## src/rtl/note_player_pkg.sv

```systemverilog
// ============================================================================
// note_player_pkg
// Shared types, state encodings and the note half-period table for playback.
// Revision: 1.0
// ============================================================================
`default_nettype none

package note_player_pkg;

    localparam int NUM_STRINGS = 6;
    localparam int NUM_FRETS   = 5;
    localparam int HP_W        = 19;

    localparam logic [2:0] ENC_IDLE    = 3'd0;
    localparam logic [2:0] ENC_FETCH   = 3'd1;
    localparam logic [2:0] ENC_CAPTURE = 3'd2;
    localparam logic [2:0] ENC_PLAY    = 3'd3;
    localparam logic [2:0] ENC_DONE    = 3'd4;

    typedef enum logic [2:0] {
        ST_IDLE    = ENC_IDLE,
        ST_FETCH   = ENC_FETCH,
        ST_CAPTURE = ENC_CAPTURE,
        ST_PLAY    = ENC_PLAY,
        ST_DONE    = ENC_DONE
    } state_t;

    typedef struct packed {
        logic       hit;
        logic [2:0] fret;
    } fret_sel_t;

    typedef logic [NUM_STRINGS*NUM_FRETS-1:0][HP_W-1:0] hp_tab_t;

    // Note frequencies in milli-hertz: open strings E2 A2 D3 G3 B3 E4, semitone per fret.
    function automatic longint note_freq_mhz(input int idx);
        case (idx)
            0:  return 82410;   1:  return 87310;   2:  return 92502;
            3:  return 98003;   4:  return 103830;
            5:  return 110000;  6:  return 116541;  7:  return 123471;
            8:  return 130813;  9:  return 138591;
            10: return 146830;  11: return 155561;  12: return 164811;
            13: return 174611;  14: return 184994;
            15: return 196000;  16: return 207655;  17: return 220003;
            18: return 233085;  19: return 246945;
            20: return 246940;  21: return 261624;  22: return 277181;
            23: return 293663;  24: return 311125;
            25: return 329630;  26: return 349231;  27: return 369997;
            28: return 391998;  29: return 415308;
            default: return 1000000;
        endcase
    endfunction

    // Rounded clk_hz / (2 * f), indexed by string*NUM_FRETS + fret.
    function automatic hp_tab_t build_hp_tab(input longint clk_hz);
        hp_tab_t tab;
        longint  fm;
        longint  hp;
        tab = '0;
        for (int i = 0; i < NUM_STRINGS*NUM_FRETS; i++) begin
            fm     = note_freq_mhz(i);
            hp     = (clk_hz * 1000 + fm) / (2 * fm);
            tab[i] = hp[HP_W-1:0];
        end
        return tab;
    endfunction

    // Highest set fret on string s wins; no bit set means the string is silent.
    function automatic fret_sel_t pick_fret(input logic [29:0] word, input int s);
        fret_sel_t   sel;
        logic [29:0] sh;
        sel = '0;
        for (int f = 0; f < NUM_FRETS; f++) begin
            sh = word >> (NUM_STRINGS*f + s);
            if (sh[0]) begin
                sel.hit  = 1'b1;
                sel.fret = 3'(f);
            end
        end
        return sel;
    endfunction

endpackage

`default_nettype wire

```

## src/rtl/note_player_if.sv

```systemverilog
// ============================================================================
// note_player_if
// Note RAM read port and audio codec FIFO handshake bundled for note_player.
// Revision: 1.0
// ============================================================================
`default_nettype none

interface note_player_if;
    logic [5:0]  rd_addr;
    logic [31:0] rd_data;
    logic        audio_out_allowed;
    logic [31:0] left_sample;
    logic [31:0] right_sample;
    logic        write_audio_out;

    modport master (
        output rd_addr, left_sample, right_sample, write_audio_out,
        input  rd_data, audio_out_allowed
    );

    modport slave (
        input  rd_addr, left_sample, right_sample, write_audio_out,
        output rd_data, audio_out_allowed
    );
endinterface

`default_nettype wire

```

## src/rtl/note_player_tone_voice.sv

```systemverilog
// ============================================================================
// note_player_tone_voice
// Square-wave voice: toggles phase every half_period enabled clocks.
// Revision: 1.0
// ============================================================================
`default_nettype none

module note_player_tone_voice
    import note_player_pkg::*;
(
    input  wire             clk,
    input  wire             resetn,
    input  wire             reload,
    input  wire             enable,
    input  wire [HP_W-1:0]  half_period,
    output logic            phase
);

    logic [HP_W-1:0] cnt_q, cnt_d;
    logic            phase_q, phase_d;

    always_comb begin
        cnt_d   = cnt_q;
        phase_d = phase_q;
        if (reload) begin
            cnt_d   = '0;
            phase_d = 1'b1;
        end else if (enable) begin
            if (cnt_q == half_period - HP_W'(1)) begin
                cnt_d   = '0;
                phase_d = ~phase_q;
            end else begin
                cnt_d = cnt_q + HP_W'(1);
            end
        end
    end

    always_ff @(posedge clk) begin
        if (!resetn) begin
            cnt_q   <= '0;
            phase_q <= 1'b0;
        end else begin
            cnt_q   <= cnt_d;
            phase_q <= phase_d;
        end
    end

    assign phase = phase_q;

endmodule

`default_nettype wire

```

## src/rtl/note_player.sv

```systemverilog
// ============================================================================
// note_player
// Steps through the note RAM per beat, drives six voices and paces mixed samples.
// Revision: 1.0
// ============================================================================
`default_nettype none

module note_player
    import note_player_pkg::*;
#(
    parameter int CLK_HZ     = 50_000_000,
    parameter int SAMPLE_DIV = 1042,
    parameter int AMP        = 10_000_000
) (
    input  wire              clk,
    input  wire              resetn,
    input  wire              start,
    input  wire              stop,
    input  wire              beat_tick,
    input  wire  [6:0]       play_len,
    note_player_if.master    bus,
    output logic             playing,
    output logic             done
);

    localparam int                 c_sc_w   = (SAMPLE_DIV > 1) ? $clog2(SAMPLE_DIV) : 1;
    localparam logic signed [31:0] c_amp    = 32'(AMP);
    localparam hp_tab_t            c_hp_tab = build_hp_tab(longint'(CLK_HZ));

    state_t            state_q, state_d;
    logic [5:0]        rd_addr_q, rd_addr_d;
    logic [6:0]        beat_cnt_q, beat_cnt_d;
    logic [NUM_STRINGS-1:0] active_q, active_d;
    logic [HP_W-1:0]   hp_q [NUM_STRINGS];
    logic [HP_W-1:0]   hp_d [NUM_STRINGS];
    logic [c_sc_w-1:0] scnt_q, scnt_d;
    logic              pending_q, pending_d;
    logic [31:0]       sample_q, sample_d;
    logic              wr_q, wr_d;

    logic [6:0]             w_len;
    logic                   w_reload;
    logic                   w_wrap;
    logic [NUM_STRINGS-1:0] w_hit;
    logic [HP_W-1:0]        w_hp_pick [NUM_STRINGS];
    logic [NUM_STRINGS-1:0] w_phase;
    logic signed [31:0]     w_mix;
    logic                   w_unused_ok;

    assign w_unused_ok = &{1'b0, bus.rd_data[31:30]};
    assign w_len       = (play_len == 7'd0) ? 7'd64 : play_len;

    always_comb begin
        fret_sel_t sel;
        for (int s = 0; s < NUM_STRINGS; s++) begin
            sel          = pick_fret(bus.rd_data[29:0], s);
            w_hit[s]     = sel.hit;
            w_hp_pick[s] = c_hp_tab[s*NUM_FRETS];
            for (int f = 1; f < NUM_FRETS; f++) begin
                if (sel.fret == 3'(f)) begin
                    w_hp_pick[s] = c_hp_tab[s*NUM_FRETS + f];
                end
            end
        end
    end

    always_comb begin
        state_d    = state_q;
        rd_addr_d  = rd_addr_q;
        beat_cnt_d = beat_cnt_q;
        active_d   = active_q;
        hp_d       = hp_q;
        w_reload   = 1'b0;
        case (state_q)
            ST_IDLE: begin
                if (start && !stop) begin
                    state_d    = ST_FETCH;
                    rd_addr_d  = '0;
                    beat_cnt_d = '0;
                end
            end
            ST_FETCH: state_d = ST_CAPTURE;
            ST_CAPTURE: begin
                state_d  = ST_PLAY;
                w_reload = 1'b1;
                active_d = w_hit;
                hp_d     = w_hp_pick;
            end
            ST_PLAY: begin
                if (beat_tick) begin
                    beat_cnt_d = beat_cnt_q + 7'd1;
                    if (beat_cnt_q + 7'd1 == w_len) begin
                        state_d = ST_DONE;
                    end else begin
                        rd_addr_d = rd_addr_q + 6'd1;
                        state_d   = ST_FETCH;
                    end
                end
            end
            ST_DONE: state_d = ST_IDLE;
            default: state_d = ST_IDLE;
        endcase
        if (stop && state_q != ST_IDLE) begin
            state_d = ST_IDLE;
        end
        if (state_d == ST_IDLE) begin
            active_d = '0;
        end
    end

    generate
        for (genvar s = 0; s < NUM_STRINGS; s++) begin : g_voice
            note_player_tone_voice u_voice (
                .clk         (clk),
                .resetn      (resetn),
                .reload      (w_reload),
                .enable      (active_q[s]),
                .half_period (hp_q[s]),
                .phase       (w_phase[s])
            );
        end
    endgenerate

    always_comb begin
        w_mix = '0;
        for (int s = 0; s < NUM_STRINGS; s++) begin
            if (active_q[s]) begin
                w_mix = w_phase[s] ? (w_mix + c_amp) : (w_mix - c_amp);
            end
        end
    end

    assign w_wrap = (state_q != ST_IDLE) && (scnt_q == c_sc_w'(SAMPLE_DIV - 1));

    // A wrap takes priority over a write so the strobe never pairs with a sample just replaced.
    always_comb begin
        scnt_d    = scnt_q;
        pending_d = pending_q;
        sample_d  = sample_q;
        wr_d      = 1'b0;
        if (state_d == ST_IDLE) begin
            scnt_d    = '0;
            pending_d = 1'b0;
            sample_d  = '0;
        end else if (state_q != ST_IDLE) begin
            scnt_d = w_wrap ? '0 : scnt_q + c_sc_w'(1);
            if (w_wrap) begin
                pending_d = 1'b1;
                sample_d  = w_mix;
            end else if (pending_q && bus.audio_out_allowed) begin
                pending_d = 1'b0;
                wr_d      = 1'b1;
            end
        end
    end

    always_ff @(posedge clk) begin
        if (!resetn) begin
            state_q    <= ST_IDLE;
            rd_addr_q  <= '0;
            beat_cnt_q <= '0;
            active_q   <= '0;
            for (int s = 0; s < NUM_STRINGS; s++) begin
                hp_q[s] <= '0;
            end
            scnt_q     <= '0;
            pending_q  <= 1'b0;
            sample_q   <= '0;
            wr_q       <= 1'b0;
        end else begin
            state_q    <= state_d;
            rd_addr_q  <= rd_addr_d;
            beat_cnt_q <= beat_cnt_d;
            active_q   <= active_d;
            hp_q       <= hp_d;
            scnt_q     <= scnt_d;
            pending_q  <= pending_d;
            sample_q   <= sample_d;
            wr_q       <= wr_d;
        end
    end

    assign bus.rd_addr         = rd_addr_q;
    assign bus.left_sample     = sample_q;
    assign bus.right_sample    = sample_q;
    assign bus.write_audio_out = wr_q;
    assign playing             = (state_q != ST_IDLE);
    assign done                = (state_q == ST_DONE);

endmodule

`default_nettype wire
```

## src/flat_wrapper.sv

```systemverilog
// flat-port wrapper written by rule: the top's interface ports become plain ports
module note_player_flat import note_player_pkg::*;
#(
    parameter int CLK_HZ     = 50_000_000,
    parameter int SAMPLE_DIV = 1042,
    parameter int AMP        = 10_000_000
)
  (clk, resetn, start, stop, beat_tick, play_len, playing, done, bus_rd_addr, bus_left_sample, bus_right_sample, bus_write_audio_out, bus_rd_data, bus_audio_out_allowed);
  note_player_if bus_i ();
  input  wire clk;
  input  wire resetn;
  input  wire start;
  input  wire stop;
  input  wire beat_tick;
  input  wire  [6:0] play_len;
  output logic playing;
  output logic done;
  output wire logic [$bits(bus_i.rd_addr)-1:0] bus_rd_addr;
  output wire logic [$bits(bus_i.left_sample)-1:0] bus_left_sample;
  output wire logic [$bits(bus_i.right_sample)-1:0] bus_right_sample;
  output wire logic [$bits(bus_i.write_audio_out)-1:0] bus_write_audio_out;
  input wire logic [$bits(bus_i.rd_data)-1:0] bus_rd_data;
  input wire logic [$bits(bus_i.audio_out_allowed)-1:0] bus_audio_out_allowed;
  assign bus_rd_addr = bus_i.rd_addr;
  assign bus_left_sample = bus_i.left_sample;
  assign bus_right_sample = bus_i.right_sample;
  assign bus_write_audio_out = bus_i.write_audio_out;
  assign bus_i.rd_data = bus_rd_data;
  assign bus_i.audio_out_allowed = bus_audio_out_allowed;
  note_player #(.CLK_HZ(CLK_HZ), .SAMPLE_DIV(SAMPLE_DIV), .AMP(AMP)) u_core (.clk(clk), .resetn(resetn), .start(start), .stop(stop), .beat_tick(beat_tick), .play_len(play_len), .bus(bus_i), .playing(playing), .done(done));
endmodule
```

## config.mk

```make
export PLATFORM = sky130hd
export DESIGN_NAME = note_player_flat
export DESIGN_NICKNAME = d
export VERILOG_FILES = /design/src/rtl/note_player_pkg.sv /design/src/rtl/note_player_if.sv /design/src/rtl/note_player_tone_voice.sv /design/src/rtl/note_player.sv /design/src/flat_wrapper.sv
export SDC_FILE = /design/constraint.sdc
export NUM_CORES = 1
export LEC_CHECK = 0
export BUFFER_PORTS_ARGS = -buffer_cell sky130_fd_sc_hd__buf_2
export CAP_MARGIN = 20
export CORE_MARGIN = 4
export CORE_UTILIZATION = 55
export DETAILED_ROUTE_END_ITERATION = 16
export PLACE_DENSITY = 0.84
export RECOVER_POWER = 100
export REMOVE_ABC_BUFFERS = 1
export SYNTH_ARGS = -nofsm -noshare
export SYNTH_HDL_FRONTEND = slang
export SYNTH_SLANG_ARGS = --single-unit
```

## constraint.sdc

```tcl
create_clock -name clk -period 16.06 [get_ports clk]
set_input_delay 2.409 -clock clk [delete_from_list [all_inputs] [get_ports clk]]
set_output_delay 2.409 -clock clk [all_outputs]
set_load 0.03 [all_outputs]
```

Word-level counts from Yosys, hierarchy flattened --
Cells that the tools add are included.
Word-level totals: bits in registers 301, input port bits 45, output and inout port bits 73, logic and storage cells 242
Operators by class: add/sub/neg operators 25, equal/unequal tests 39, multiplexer cells 108, bitwise gates (word level) 8, reductions and logical operators 36
Operators by type and width (number):
- 32-bit 2-to-1 mux | 12
- 19-bit 2-to-1 mux | 15
- 32-bit by 25-bit adder with 32-bit output (second input constant) | 5
- 32-bit by 25-bit subtractor with 32-bit output (second input constant) | 5
- 4-bit 2-to-1 mux | 30
- 19-bit by 1-bit adder with 19-bit output (second input constant) | 6
- 19-bit == test | 6
- 19-bit by 1-bit subtractor with 19-bit output (second input constant) | 6
- 16-bit 2-to-1 mux | 6
- 14-bit 2-to-1 mux | 4
- 15-bit 2-to-1 mux | 3
- 3-bit by 2-bit == test with 1-bit output (second input constant) | 14
- 17-bit 2-to-1 mux | 2
- 2-bit nonzero test | 14
- 1-bit 2-to-1 mux | 22
- 3-bit by 1-bit == test with 1-bit output (second input constant) | 7
- 3-bit == test (second input constant) | 7
- 7-bit 2-to-1 mux | 3
- 6-bit 2-to-1 mux | 3
- 2-bit AND reduction | 8
- 7-bit one-hot mux with 2 select lines | 1
- 3-bit 2-to-1 mux | 4
- 3-bit one-hot mux with 4 select lines | 1
- 6-bit one-hot mux with 2 select lines | 1
- 18 further kinds | 31

Longest topological paths before layout --
Gate-level depths: netlist of the first run.
word-level depth 17, gate-level depth with buffers 47, gate-level depth less buffers 44

Modules after synthesis --
Synthesis of the first run repeated with hierarchy kept, for this count alone.
Second synthesis, totals: cell total of the unflattened synthesis 2767, area total of the unflattened synthesis 22017.4 sq um
By module, submodules not included:
- note_player | instances 1, cells each 1531, area each 11730.0 sq um, seq. area each 2742.6 sq um
- note_player_tone_voice (u_core.g_voice[1].u_voice ...) | instances 5, cells each 205, area each 1705.4 sq um, seq. area each 400.4 sq um
- note_player_tone_voice (u_core.g_voice[0].u_voice) | instances 1, cells each 211, area each 1760.4 sq um, seq. area each 400.4 sq um

Worst setup path before layout of the first run --
OpenSTA, ideal clock, no wires.
path type register to register, start register u_core.active_q[0], end register u_core.sample_q[31] (netlist: u_core.bus.left_sample[31]), library setup time 0.086 ns, arrival time 9.023 ns, data required time 15.974 ns, setup slack 6.951 ns, stages on the path, launching flop included 45, path buffers 2, period minus slack after synthesis 9.109 ns, path through dfxtp_1 -> buf_4 -> clkbuf_1 -> nor2b_1 -> fa_1 -> inv_1 -> fa_1 -> mux2i_1 -> ha_1 -> nor2b_1 -> o21ai_0 -> a21boi_0 -> o221a_2 -> o21ai_0 -> nand3_1 -> a31o_2 -> ha_1 -> nand2_1 -> (+9 left out) -> o211ai_1 -> nand2_1 -> a2111oi_0 -> a21oi_1 -> xnor2_1 -> a2bb2oi_1 -> o31a_1 -> ha_1 -> a21o_1 -> a211oi_1 -> and3_1 -> o31a_1 -> nor4_1 -> and4_1 -> nor3_1 -> xor3_1 -> xnor2_1 -> a211oi_1
On the way: cells in the longest elaborated chain, start to end 16, elaborated cells between the ends (all ways) 21, classes of those cells add/sub: 10; mux: 11
Ends and longest elaborated chain:
- start, declared | line note_player.sv:33 | logic [NUM_STRINGS-1:0] active_q, active_d;
- start signal, assigned | line note_player.sv:174 | active_q <= active_d;
- 32-bit 2-to-1 mux (*) | line note_player.sv:127 | if (active_q[s]) begin
- 32-bit by 25-bit subtractor with 32-bit output or 32-bit by 25-bit adder with 32-bit output (tied branches) | line note_player.sv:128 | w_mix = w_phase[s] ? (w_mix + c_amp) : (w_mix - c_amp);
- 32-bit 2-to-1 mux | line note_player.sv:128
- 32-bit 2-to-1 mux (*) | line note_player.sv:127
- 32-bit by 25-bit subtractor with 32-bit output or 32-bit by 25-bit adder with 32-bit output (tied branches) | line note_player.sv:128
- 32-bit 2-to-1 mux | line note_player.sv:128
- 32-bit 2-to-1 mux (*) | line note_player.sv:127
- 32-bit by 25-bit subtractor with 32-bit output or 32-bit by 25-bit adder with 32-bit output (tied branches) | line note_player.sv:128
- 32-bit 2-to-1 mux | line note_player.sv:128
- 32-bit 2-to-1 mux (*) | line note_player.sv:127
- 32-bit by 25-bit subtractor with 32-bit output or 32-bit by 25-bit adder with 32-bit output (tied branches) | line note_player.sv:128
- 32-bit 2-to-1 mux | line note_player.sv:128
- 32-bit 2-to-1 mux (*) | line note_player.sv:127
- 32-bit by 25-bit subtractor with 32-bit output or 32-bit by 25-bit adder with 32-bit output (tied branches) | line note_player.sv:128
- 32-bit 2-to-1 mux | line note_player.sv:128
- 32-bit 2-to-1 mux (*) | line note_player.sv:127
- end signal, assigned | line note_player.sv:178 | sample_q <= sample_d;
- end, declared | line note_player.sv:38 | logic [31:0] sample_q, sample_d;
Mark *: on every way between the ends. The rest lies on a longest branch, timed or not. A chain may end at the register's enable or synchronous reset.

Final worst setup path of the first run --
Same ends and word-level chain as after synthesis.

==> results.sh, run 1 <==
export IMPL_status="complete, but fails checks"
export IMPL_violations="capacitance limit, slew limit"
export IMPL_worst_clock_skew_ns=0.0311
export IMPL_vias=18746
export IMPL_cp_start_kind="register"
export IMPL_drt_iter0_drc=1388
export IMPL_clockBufferDepth=3
export IMPL_hold_viol=0
export IMPL_antenna_found_initial=0
export IMPL_drv_cap=3
export IMPL_drc=0
export IMPL_cts_root_buffer="clkbuf_16"
export IMPL_timing_fmax_mhz=92.4
export IMPL_area_growth_pct=6.45
export IMPL_cp_required_ns=16.50
export IMPL_critPathMaxFanout=19
export IMPL_r2r_slack_ns=5.24
export IMPL_crit_slowest_cell="dfxtp_1"
export IMPL_rows=69
export IMPL_die_w_um=198
export IMPL_cp_num_buf_inv=1
export IMPL_dpl_hpwl_mm=35.7
export IMPL_timing_final_crit_share_pct=67.4
export IMPL_design_core_area_um2=35500
export IMPL_ys_top_cells_by_area="dfxtp_1 (26%), nor2_1 (7.8%), xnor2_1 (7.1%)"
export IMPL_grt_max_degree=80
export IMPL_io_buffers=101
export IMPL_synth_distinct_cells=94
export IMPL_cpLargestDelayFamily="compound AO/OA/AOI/OAI gates"
export IMPL_finalSetupViolCount=0
export IMPL_wirelength_mm=49.5
export IMPL_routabilityCongestion=0.931
export IMPL_synthTopCellsByCount="nor2_1 (409), dfxtp_1 (257), nand2_1 (204)"
export IMPL_async_flop_share_pct=0
export IMPL_gr_total_overflow=0
export IMPL_yosysSeqAreaShare_pct=26.0
export IMPL_slowest_delay_ns=0.75
export IMPL_placed_cells=3043
export IMPL_start_util_pct=55.7
export IMPL_clkSinkCount=257
export IMPL_wl_per_cell_um=16.0
export IMPL_cts_tree="done"
export IMPL_layout_drive_gt1_share_pct=5.51
export IMPL_synth_top_area_share_pct=26.0
export IMPL_irDropWorstVdd_mv=0.0673
export IMPL_synth_seq_cells=257
export IMPL_synth_edf_count=0
export IMPL_min_period_ns=10.82
export IMPL_synth_flop_cell="dfxtp_1"
export IMPL_holdCritPathClass="register to register"
export IMPL_dieArea_um2=39000
export IMPL_worst_pin_slew_ns=3.85
export IMPL_cts_made_buffers=28
export IMPL_cpMostUsedCell="ha_1"
export IMPL_synth_most_common_cell="nor2_1"
export IMPL_leakagePower_nw=8.53
export IMPL_maxSlewViolCount=117
export IMPL_cts_hold_buffers=0
export IMPL_syn_inst=2613
export IMPL_antenna_diode_count=0
export IMPL_yosys_warnings=0
export IMPL_detail_route_antenna_nets=0
export IMPL_grt_pass1_wl_mm=82.2
export IMPL_htree_levels=1
export IMPL_grt_total_usage_pct=24.2
export IMPL_rsz0062_at_grt="false"
export IMPL_worst_ep_arrival_time_ns=11.26
export IMPL_grt_pass1_vias=17722
export IMPL_path_clk_slew_ns=0.06
export IMPL_slew_headroom_pct=-157
export IMPL_fin_nets=2767
export IMPL_power_density_nw_per_um2=71.1
export IMPL_nFillCells=3158
export IMPL_cp_end_kind="register"
export IMPL_yosys_area_top_type="dfxtp_1"
export IMPL_via_per_inst=6.06
export IMPL_drt_pass1_iter_count=5
export IMPL_ioPinCount=118
export IMPL_netlist_area_um2=19800
export IMPL_syn_area_per_cell_um2=7.56
export IMPL_p_total_mw=1.49
export IMPL_post_cts_buffers=0
export IMPL_instances_no_fill=3093
export IMPL_timing_final_ws_setup_ns=5.24
export IMPL_cts_resized=0
export IMPL_fin_tns_setup_ns=0
export IMPL_dp_slack_ns=5.53
export IMPL_die_h_um=198
export IMPL_clock_latency_ns=0.57
export IMPL_critPathKind="register to register"
final timing paths:
kind | to | cells after the start | start
worst max-delay path | u_core.bus.left_sample[31]$_SDFFE_PP0P_ | 42 | u_core.active_q[0]$_SDFFE_PP0P_
worst min-delay path | u_core.bus.write_audio_out$_SDFF_PP0_ | 2 | u_core.pending_q$_SDFFE_PP0P_
worst max register to register | u_core.bus.left_sample[31]$_SDFFE_PP0P_ | 42 | u_core.active_q[0]$_SDFFE_PP0P_
worst min register to register | u_core.bus.write_audio_out$_SDFF_PP0_ | 2 | u_core.pending_q$_SDFFE_PP0P_
sequential cells by signal, indices dropped and copies added (netlist names):
signal                        flops
u_core.g_voice.u_voice.cnt_q    114
u_core.hp_q                      77
u_core.bus.left_sample           25
u_core.scnt_q                    11
u_core.beat_cnt_q                 7
u_core.active_q                   6
u_core.bus.rd_addr                6
u_core.g_voice.u_voice.phase      6
u_core.state_q                    3
u_core.bus.write_audio_out        1
u_core.pending_q                  1
cell usage in the layout, fill, tap and decap left out, drive strengths merged, types with 13 or more instances in the layout:
master	instances
nor3	72
o21ai	105
clkbuf	108
and3	37
o211ai	14
nor4	41
buf	51
a211oi	44
nand2	204
dfxtp	257
conb	14
nor2b	20
xor2	151
or3	24
o21bai	15
o22ai	13
nor2	409
a21oi	191
and2	17
mux2i	13
nand3	89
ha	104
o21a	19
xnor2	162
nand4	49
o31ai	14
a31oi	31
mux2	14
inv	85
nand2b	24
a21o	51
layer usage:
metal / up-vias / part of all wire [%] / wire, um / global-route usage (%)
li1: 9219 / - / - / -
met1: 8839 / 45 / 22000 / 31.3
met2: 574 / 47 / 23500 / 42.2
met3: 114 / 5.4 / 2680 / 2.90
met4: 0 / 2.6 / 1280 / 7.68
met5: - / 0 / 0 / 0
logic make-up (layout without fill, tap and decap cells):
group / Yosys count / after routing / share of synthesized area, %
mux: 28 / 28 / 1.57
xor+xnor: 315 / 315 / 14.2
simple gates: 1045 / 1045 / 25.3
fa+ha+maj: 110 / 110 / 7.19
buf+inv: 245 / 251 / 5.57
compound gates: 612 / 612 / 20.2
flops: 257 / 257 / 26.0
other cells: 1 / 14 / 0.0190
power breakdown:
| part | leakage, nW | internal (mW) | switching (mW) |
|---|---|---|---|
| clock network | 0.457 | 0.390 | 0.262 |
| registers | 2.07 | 0.642 | 0.00850 |
| logic | 6.01 | 0.0757 | 0.117 |
through the flow:
step	cell area, um2	hold slack, ns	util (%)
floorplan	19000	0.422	-
global placement	20200	0.431	57.0
detailed placement	20200	0.451	57.0
CTS	21200	0.458	59.6
global route	21000	0.485	59.3
finish	21000	0.464	59.3
tightest hold or removal path, delay by kind of cell, from the launching register on:
kind | cells | cell delay (ns)
flops | 1 | 0.31
simple gates | 2 | 0.11
area by class of cell:
type	instances	area, um2	share of cell area (%)
multi-input cells	2124	13500	64.3
flip-flops and latches	257	5150	24.5
clock buffers	45	845	4.01
well taps	461	577	2.74
repair buffers	114	519	2.47
inverters	87	327	1.55
clock inverters	5	90.1	0.428
No activity file was read; power rests on OpenSTA's default activity.
==> run 2, diff against run 1 <==
ABC_AREA = 1   (was default)
clock period = 11.2 ns   (was 16.06 ns; I/O delays follow)
==> results.sh, run 2 <==
export IMPL_min_period_ns=9.18
export IMPL_path_clk_slew_ns=0.06
export IMPL_critPathKind="register to register"
export IMPL_clockPowerShare_pct=32.2
export IMPL_synth_seq_cells=257
export IMPL_status="complete, but fails checks"
export IMPL_ioPinCount=118
export IMPL_combinationalPowerShare_pct=37.9
export IMPL_cp_required_ns=11.67
export IMPL_r2r_slack_ns=2.02
export IMPL_timing_final_crit_share_pct=81.9
export IMPL_gr_total_overflow=0
export IMPL_maxSlewViolCount=163
export IMPL_timing_fmax_mhz=109
export IMPL_drc=0
export IMPL_yosys_area_top_type="dfxtp_1"
export IMPL_async_flop_share_pct=0
export IMPL_fin_tns_setup_ns=0
export IMPL_violations="capacitance limit, slew limit"
export IMPL_slowest_delay_ns=0.68
export IMPL_wl_met2_mm=27.0
export IMPL_r2r_end="u_core.bus.left_sample[31]$_SDFFE_PP0P_"
export IMPL_clockBufferDepth=3
export IMPL_rsz0062_at_grt="false"
export IMPL_vias=23305
export IMPL_io_buffers=101
export IMPL_power_density_nw_per_um2=135
export IMPL_worst_pin_slew_ns=2.70
export IMPL_wl_per_cell_um=14.2
export IMPL_r2r_start="u_core.active_q[0]$_SDFFE_PP0P_"
export IMPL_wl_met3_mm=4.47
export IMPL_start_util_pct=56.1
export IMPL_stdcell_area_um2=24000
export IMPL_dieArea_um2=44200
export IMPL_cts_tree="done"
export IMPL_power_switching_mw=1.26
export IMPL_wl_met1_mm=27.4
export IMPL_routabilityCongestion=0.989
export IMPL_drt_iter0_drc=2071
export IMPL_design_core_area_um2=40100
export IMPL_htree_levels=1
export IMPL_grt_max_degree=49
export IMPL_cpMostUsedCell="nand2_1"
export IMPL_die_w_um=210
export IMPL_grt_pass1_vias=21080
export IMPL_detail_route_antenna_nets=0
export IMPL_cts_hold_buffers=0
export IMPL_cts_resized=0
export IMPL_p_total_mw=3.24
export IMPL_irDropWorstVdd_mv=0.109
export IMPL_synth_distinct_cells=68
export IMPL_die_h_um=210
export IMPL_cp_start_kind="register"
export IMPL_netlist_area_um2=22500
export IMPL_place_area_um2=23100
export IMPL_critPathMaxFanout=13
export IMPL_yosysSeqAreaShare_pct=22.9
export IMPL_hold_depth=2
export IMPL_wirelength_mm=60.5
export IMPL_crit_slowest_cell="dfxtp_1"
export IMPL_fin_nets=3856
export IMPL_slew_headroom_pct=-80.2
export IMPL_highest_layer="met4"
export IMPL_finalSetupViolCount=0
export IMPL_p_seq_share_pct=29.8
export IMPL_timing_reg2reg_worst_path_depth=52
export IMPL_largest_register_ffs=114
export IMPL_synth_flop_cell="dfxtp_1"
export IMPL_cts_root_buffer="clkbuf_16"
export IMPL_internal_power_mw=1.98
export IMPL_netSwitchingFraction_pct=38.8
export IMPL_area_growth_pct=6.53
export IMPL_rows=73
export IMPL_clkSinkCount=257
export IMPL_syn_inst=3652
export IMPL_syn_area_per_cell_um2=6.16
export IMPL_cp_end_kind="register"
export IMPL_worst_ep_arrival_time_ns=9.65
export IMPL_drv_cap=4
export IMPL_yosys_warnings=0
export IMPL_cts_made_buffers=30
export IMPL_grt_pass1_wl_mm=100
export IMPL_nFillCells=3906
export IMPL_layout_drive_gt1_share_pct=5.40
export IMPL_synthTopCellsByCount="nand2_1 (956), inv_1 (467), nor2_1 (439)"
export IMPL_mostFrequentLayoutCells="nand2_1 (961), inv_1 (470), nor2_1 (441)"
export IMPL_holdCritPathClass="register to register"
export IMPL_min_to="u_core.bus.left_sample[21]$_SDFFE_PP0P_"
export IMPL_via_per_inst=5.48
export IMPL_synth_top_area_share_pct=22.9
export IMPL_hp_start="u_core.bus.left_sample[21]$_SDFFE_PP0P_"
export IMPL_antenna_found_initial=1
export IMPL_post_cts_buffers=0
export IMPL_dpl_hpwl_mm=46.0
export IMPL_synth_most_common_cell="nand2_1"
export IMPL_clock_latency_ns=0.58
export IMPL_synth_edf_count=0
export IMPL_largest_register="u_core.g_voice.u_voice.cnt_q"
export IMPL_ys_top_cells_by_area="dfxtp_1 (23%), nand2_1 (16%), inv_1 (7.8%)"
export IMPL_hold_viol=0
export IMPL_drt_pass1_iter_count=5
export IMPL_grt_total_usage_pct=26.2
export IMPL_leakagePower_nw=11.5
export IMPL_final_common_cell="nand2_1"
export IMPL_worst_clock_skew_ns=0.00970
[run 2: power by group through the flow]
| stage | combinational, mW | clock, mW | sequential, mW |
|---|---|---|---|
| finish | 1.23 | 1.04 | 0.965 |
| detailed placement | 1.20 | 0 | 0.984 |
| global route | 1.39 | 1.10 | 0.968 |
| CTS | 1.21 | 1.06 | 0.964 |
| global placement | 1.18 | 0 | 0.983 |
| floorplan | 0.946 | 0 | 0.980 |
[run 2: critical path: cells and delay by family, from the launching register on]
family | cells | cell delay [ns]
AO/OA/AOI/OAI | 4 | 0.94
AND/OR/NAND/NOR | 33 | 4.41
flip-flops | 1 | 0.68
adder cells (fa/ha/maj) | 6 | 2.22
buffers and inverters | 9 | 0.83
[run 2: worst max-delay path by stage]
stage	from	to	slack [ns]	cells past startpoint
6_report	u_core.active_q[0]$_SDFFE_PP0P_	u_core.bus.left_sample[31]$_SDFFE_PP0P_	2.02	52
5_1_grt	u_core.active_q[0]$_SDFFE_PP0P_	u_core.bus.left_sample[31]$_SDFFE_PP0P_	1.00	52
4_1_cts	u_core.active_q[0]$_SDFFE_PP0P_	u_core.bus.left_sample[31]$_SDFFE_PP0P_	2.40	49
3_5_place_dp	u_core.active_q[0]$_SDFFE_PP0P_	u_core.bus.left_sample[31]$_SDFFE_PP0P_	2.43	49
3_3_place_gp	u_core.active_q[0]$_SDFFE_PP0P_	u_core.bus.left_sample[31]$_SDFFE_PP0P_	2.50	49
2_1_floorplan	u_core.active_q[0]$_SDFFE_PP0P_	u_core.bus.left_sample[31]$_SDFFE_PP0P_	3.85	51
[run 2: through the flow]
stage / setup WS [ns] / hold slack (ns) / util (%) / std cells
2_1_floorplan: 3.85 / 0.443 / - / 3558
3_3_place_gp: 2.50 / 0.450 / 57.6 / 4194
3_5_place_dp: 2.43 / 0.451 / 57.6 / 4194
4_1_cts: 2.40 / 0.461 / 60.3 / 4249
5_1_grt: 1.00 / 0.486 / 59.7 / 4250
6_report: 2.02 / 0.464 / 59.7 / 4250
[run 2: final cells by class]
class,instances,area (um2),share of cell area [%]
Multi-Input combinational cell,2818,14800,61.7
Sequential cell,257,5140,21.5
Inverter,483,1820,7.59
Clock buffer,39,856,3.57
Tap cell,525,657,2.74
Timing Repair Buffer,111,494,2.06
Clock inverter,16,199,0.831
Antenna cell,1,2.50,0.0104
[run 2: logic make-up (layout without fill, tap and decap cells)]
group	Yosys count	after routing	share of synthesized area, %
and+or+nand+nor	2006	2006	39.3
buffers and inverters	590	649	11.0
adders and majority gates	110	110	6.32
DFF	257	257	22.9
other	1	15	0.0167
muxes	1	1	0.0445
xor gates and xnor gates	220	220	8.63
AOI/OAI and AO/OA	467	467	11.8
[run 2: metal layers]
layer	global-route usage, %	vias to the layer above
li1	-	11876
met1	36.5	10503
met2	42.8	813
met3	3.45	113
met4	7.47	0
met5	0	-
==> run 3, diff against run 2 <==
ABC_AREA = 0   (was 1)
clock period = 8.8 ns   (was 11.2 ns; I/O delays follow)
==> results.sh, run 3 (synthesis gave the netlist of run 1 again) <==
export IMPL_slew_headroom_pct=-161
export IMPL_antenna_found_initial=0
export IMPL_cp_end_kind="register"
export IMPL_holdCritPathClass="register to register"
export IMPL_stdcell_area_um2=22900
export IMPL_drv_cap=3
export IMPL_clkSinkCount=257
export IMPL_clockBufferDepth=3
export IMPL_regArea_um2=5150
export IMPL_hold_viol=0
export IMPL_irDropWorstVdd_mv=0.161
export IMPL_leakagePower_nw=9.42
export IMPL_hold_depth=2
export IMPL_min_to="u_core.bus.write_audio_out$_SDFF_PP0_"
export IMPL_nFillCells=2871
export IMPL_dieArea_um2=39000
export IMPL_maxSlewViolCount=164
export IMPL_hp_start="u_core.pending_q$_SDFFE_PP0P_"
export IMPL_cts_hold_buffers=0
export IMPL_status="complete, but fails checks"
export IMPL_fin_nets=2931
export IMPL_drc=0
export IMPL_die_h_um=198
export IMPL_cts_tree="done"
export IMPL_path_clk_slew_ns=0.07
export IMPL_design_core_area_um2=35500
export IMPL_io_buffers=101
export IMPL_fin_hold_ws_ns=0.466
export IMPL_antenna_diode_count=0
export IMPL_p_total_mw=2.84
export IMPL_finalSetupViolCount=1
export IMPL_gr_total_overflow=0
export IMPL_cts_root_buffer="clkbuf_16"
export IMPL_grt_pass1_wl_mm=87.3
export IMPL_start_util_pct=55.7
export IMPL_slowest_delay_ns=0.44
export IMPL_rows=69
export IMPL_die_w_um=198
export IMPL_clock_latency_ns=0.57
export IMPL_mostFrequentLayoutCells="nor2_1 (407), dfxtp_1 (255), nand2_1 (198)"
export IMPL_drt_pass1_iter_count=6
export IMPL_place_area_um2=21200
export IMPL_drt_iter0_drc=1569
export IMPL_detail_route_antenna_nets=0
export IMPL_cpLargestDelayFamily="compound AO/OA/AOI/OAI gates"
export IMPL_vias=19777
export IMPL_r2r_slack_ns=-0.03
export IMPL_ioPinCount=118
export IMPL_grt_max_degree=80
export IMPL_largest_register_ffs=114
export IMPL_cp_start_kind="register"
export IMPL_worst_ep_arrival_time_ns=9.32
export IMPL_violations="capacitance limit, slew limit, setup timing"
export IMPL_multi_input_area_um2=14100
export IMPL_routabilityCongestion=0.944
export IMPL_power_density_nw_per_um2=124
export IMPL_worst_clock_skew_ns=0.0167
export IMPL_timing_reg2reg_worst_path_depth=44
export IMPL_cp_num_buf_inv=5
export IMPL_fin_util_pct=64.6
export IMPL_cp_required_ns=9.29
export IMPL_grt_pass1_vias=18644
export IMPL_min_period_ns=8.83
export IMPL_cts_made_buffers=29
export IMPL_via_per_inst=6.07
export IMPL_timing_final_ws_setup_ns=-0.0280
export IMPL_r2r_end="u_core.bus.left_sample[31]$_SDFFE_PP0P_"
export IMPL_dp_slack_ns=-0.644
export IMPL_critPathMaxFanout=4
export IMPL_area_growth_pct=15.9
export IMPL_largest_register="u_core.g_voice.u_voice.cnt_q"
export IMPL_wl_per_cell_um=16.9
export IMPL_timing_final_crit_share_pct=100
export IMPL_final_common_cell="nor2_1"
export IMPL_htree_levels=1
export IMPL_crit_slowest_cell="fa_2"
export IMPL_critPathKind="register to register"
export IMPL_r2r_start="u_core.active_q[0]$_SDFFE_PP0P_"
export IMPL_layout_drive_gt1_share_pct=14.4
export IMPL_timing_fmax_mhz=113
export IMPL_dpl_hpwl_mm=37.9
export IMPL_grt_total_usage_pct=25.7
export IMPL_wirelength_mm=54.9
export IMPL_worst_pin_slew_ns=3.92
==> run 3: power by group <==
group	total, mW	switching (mW)	leakage, nW	internal, mW
Clock	1.24	0.504	0.481	0.734
Combinational	0.411	0.237	6.87	0.174
Sequential	1.19	0.0152	2.07	1.17
==> run 3: layout make-up <==
cell class	count	share of cell area, %
clock inverter	10	0.524
multi-input combinational	2124	61.6
timing repair buffer	277	7.73
inverter	87	1.44
tap	461	2.52
clock buffer	43	3.75
sequential	257	22.5
==> run 3: worst max-delay path by stage <==
| stage | endpoint | slack [ns] | cells after the start | start |
|---|---|---|---|---|
| floorplan | u_core.bus.left_sample[31]$_SDFFE_PP0P_ | -0.27 | 42 | u_core.active_q[0]$_SDFFE_PP0P_ |
| global placement | u_core.bus.left_sample[31]$_SDFFE_PP0P_ | -0.36 | 44 | u_core.active_q[0]$_SDFFE_PP0P_ |
| detailed placement | u_core.bus.left_sample[31]$_SDFFE_PP0P_ | -0.64 | 42 | u_core.active_q[0]$_SDFFE_PP0P_ |
| CTS | u_core.bus.left_sample[31]$_SDFFE_PP0P_ | 0.01 | 45 | u_core.active_q[0]$_SDFFE_PP0P_ |
| global route | u_core.bus.left_sample[31]$_SDFFE_PP0P_ | -0.49 | 44 | u_core.g_voice[1].u_voice.phase$_SDFFE_PN0P_ |
| finish | u_core.bus.left_sample[31]$_SDFFE_PP0P_ | -0.03 | 44 | u_core.active_q[0]$_SDFFE_PP0P_ |
==> run 3: what timing repair did <==
action                                 in CTS  in global routing
endpoints found under the hold margin       0                  0
pin swaps                                  19                 74
setup endpoints to repair                   5                  9
setup buffers                              12                 26
resized for setup                          37                 98
==> run 3: through the flow <==
step                      std cells  TNS (ns)
after floorplan                2468    -0.350
after global placement         3167    -0.363
after detailed placement       3167     -1.19
after CTS                      3232         0
after global routing           3259     -1.80
final                          3259   -0.0280
==> run 3: layer usage <==
| metal | up-vias | routed length (um) | track usage, % |
|---|---|---|---|
| met5 | - | 0 | 0 |
| met3 | 162 | 3450 | 2.75 |
| met2 | 744 | 27100 | 45.3 |
| met4 | 0 | 1650 | 8.52 |
| li1 | 9541 | - | - |
| met1 | 9330 | 22800 | 32.9 |
==> run 3: worst reg2reg max path: cells and delay by family (launching register included) <==
family	cells	cell delay (ns)
xor gates and xnor gates	4	0.60
DFF	1	0.32
and+or+nand+nor	9	1.80
adders and majority gates	6	1.75
buffers and inverters	5	0.59
AOI/OAI and AO/OA	18	3.21
muxes	2	0.50
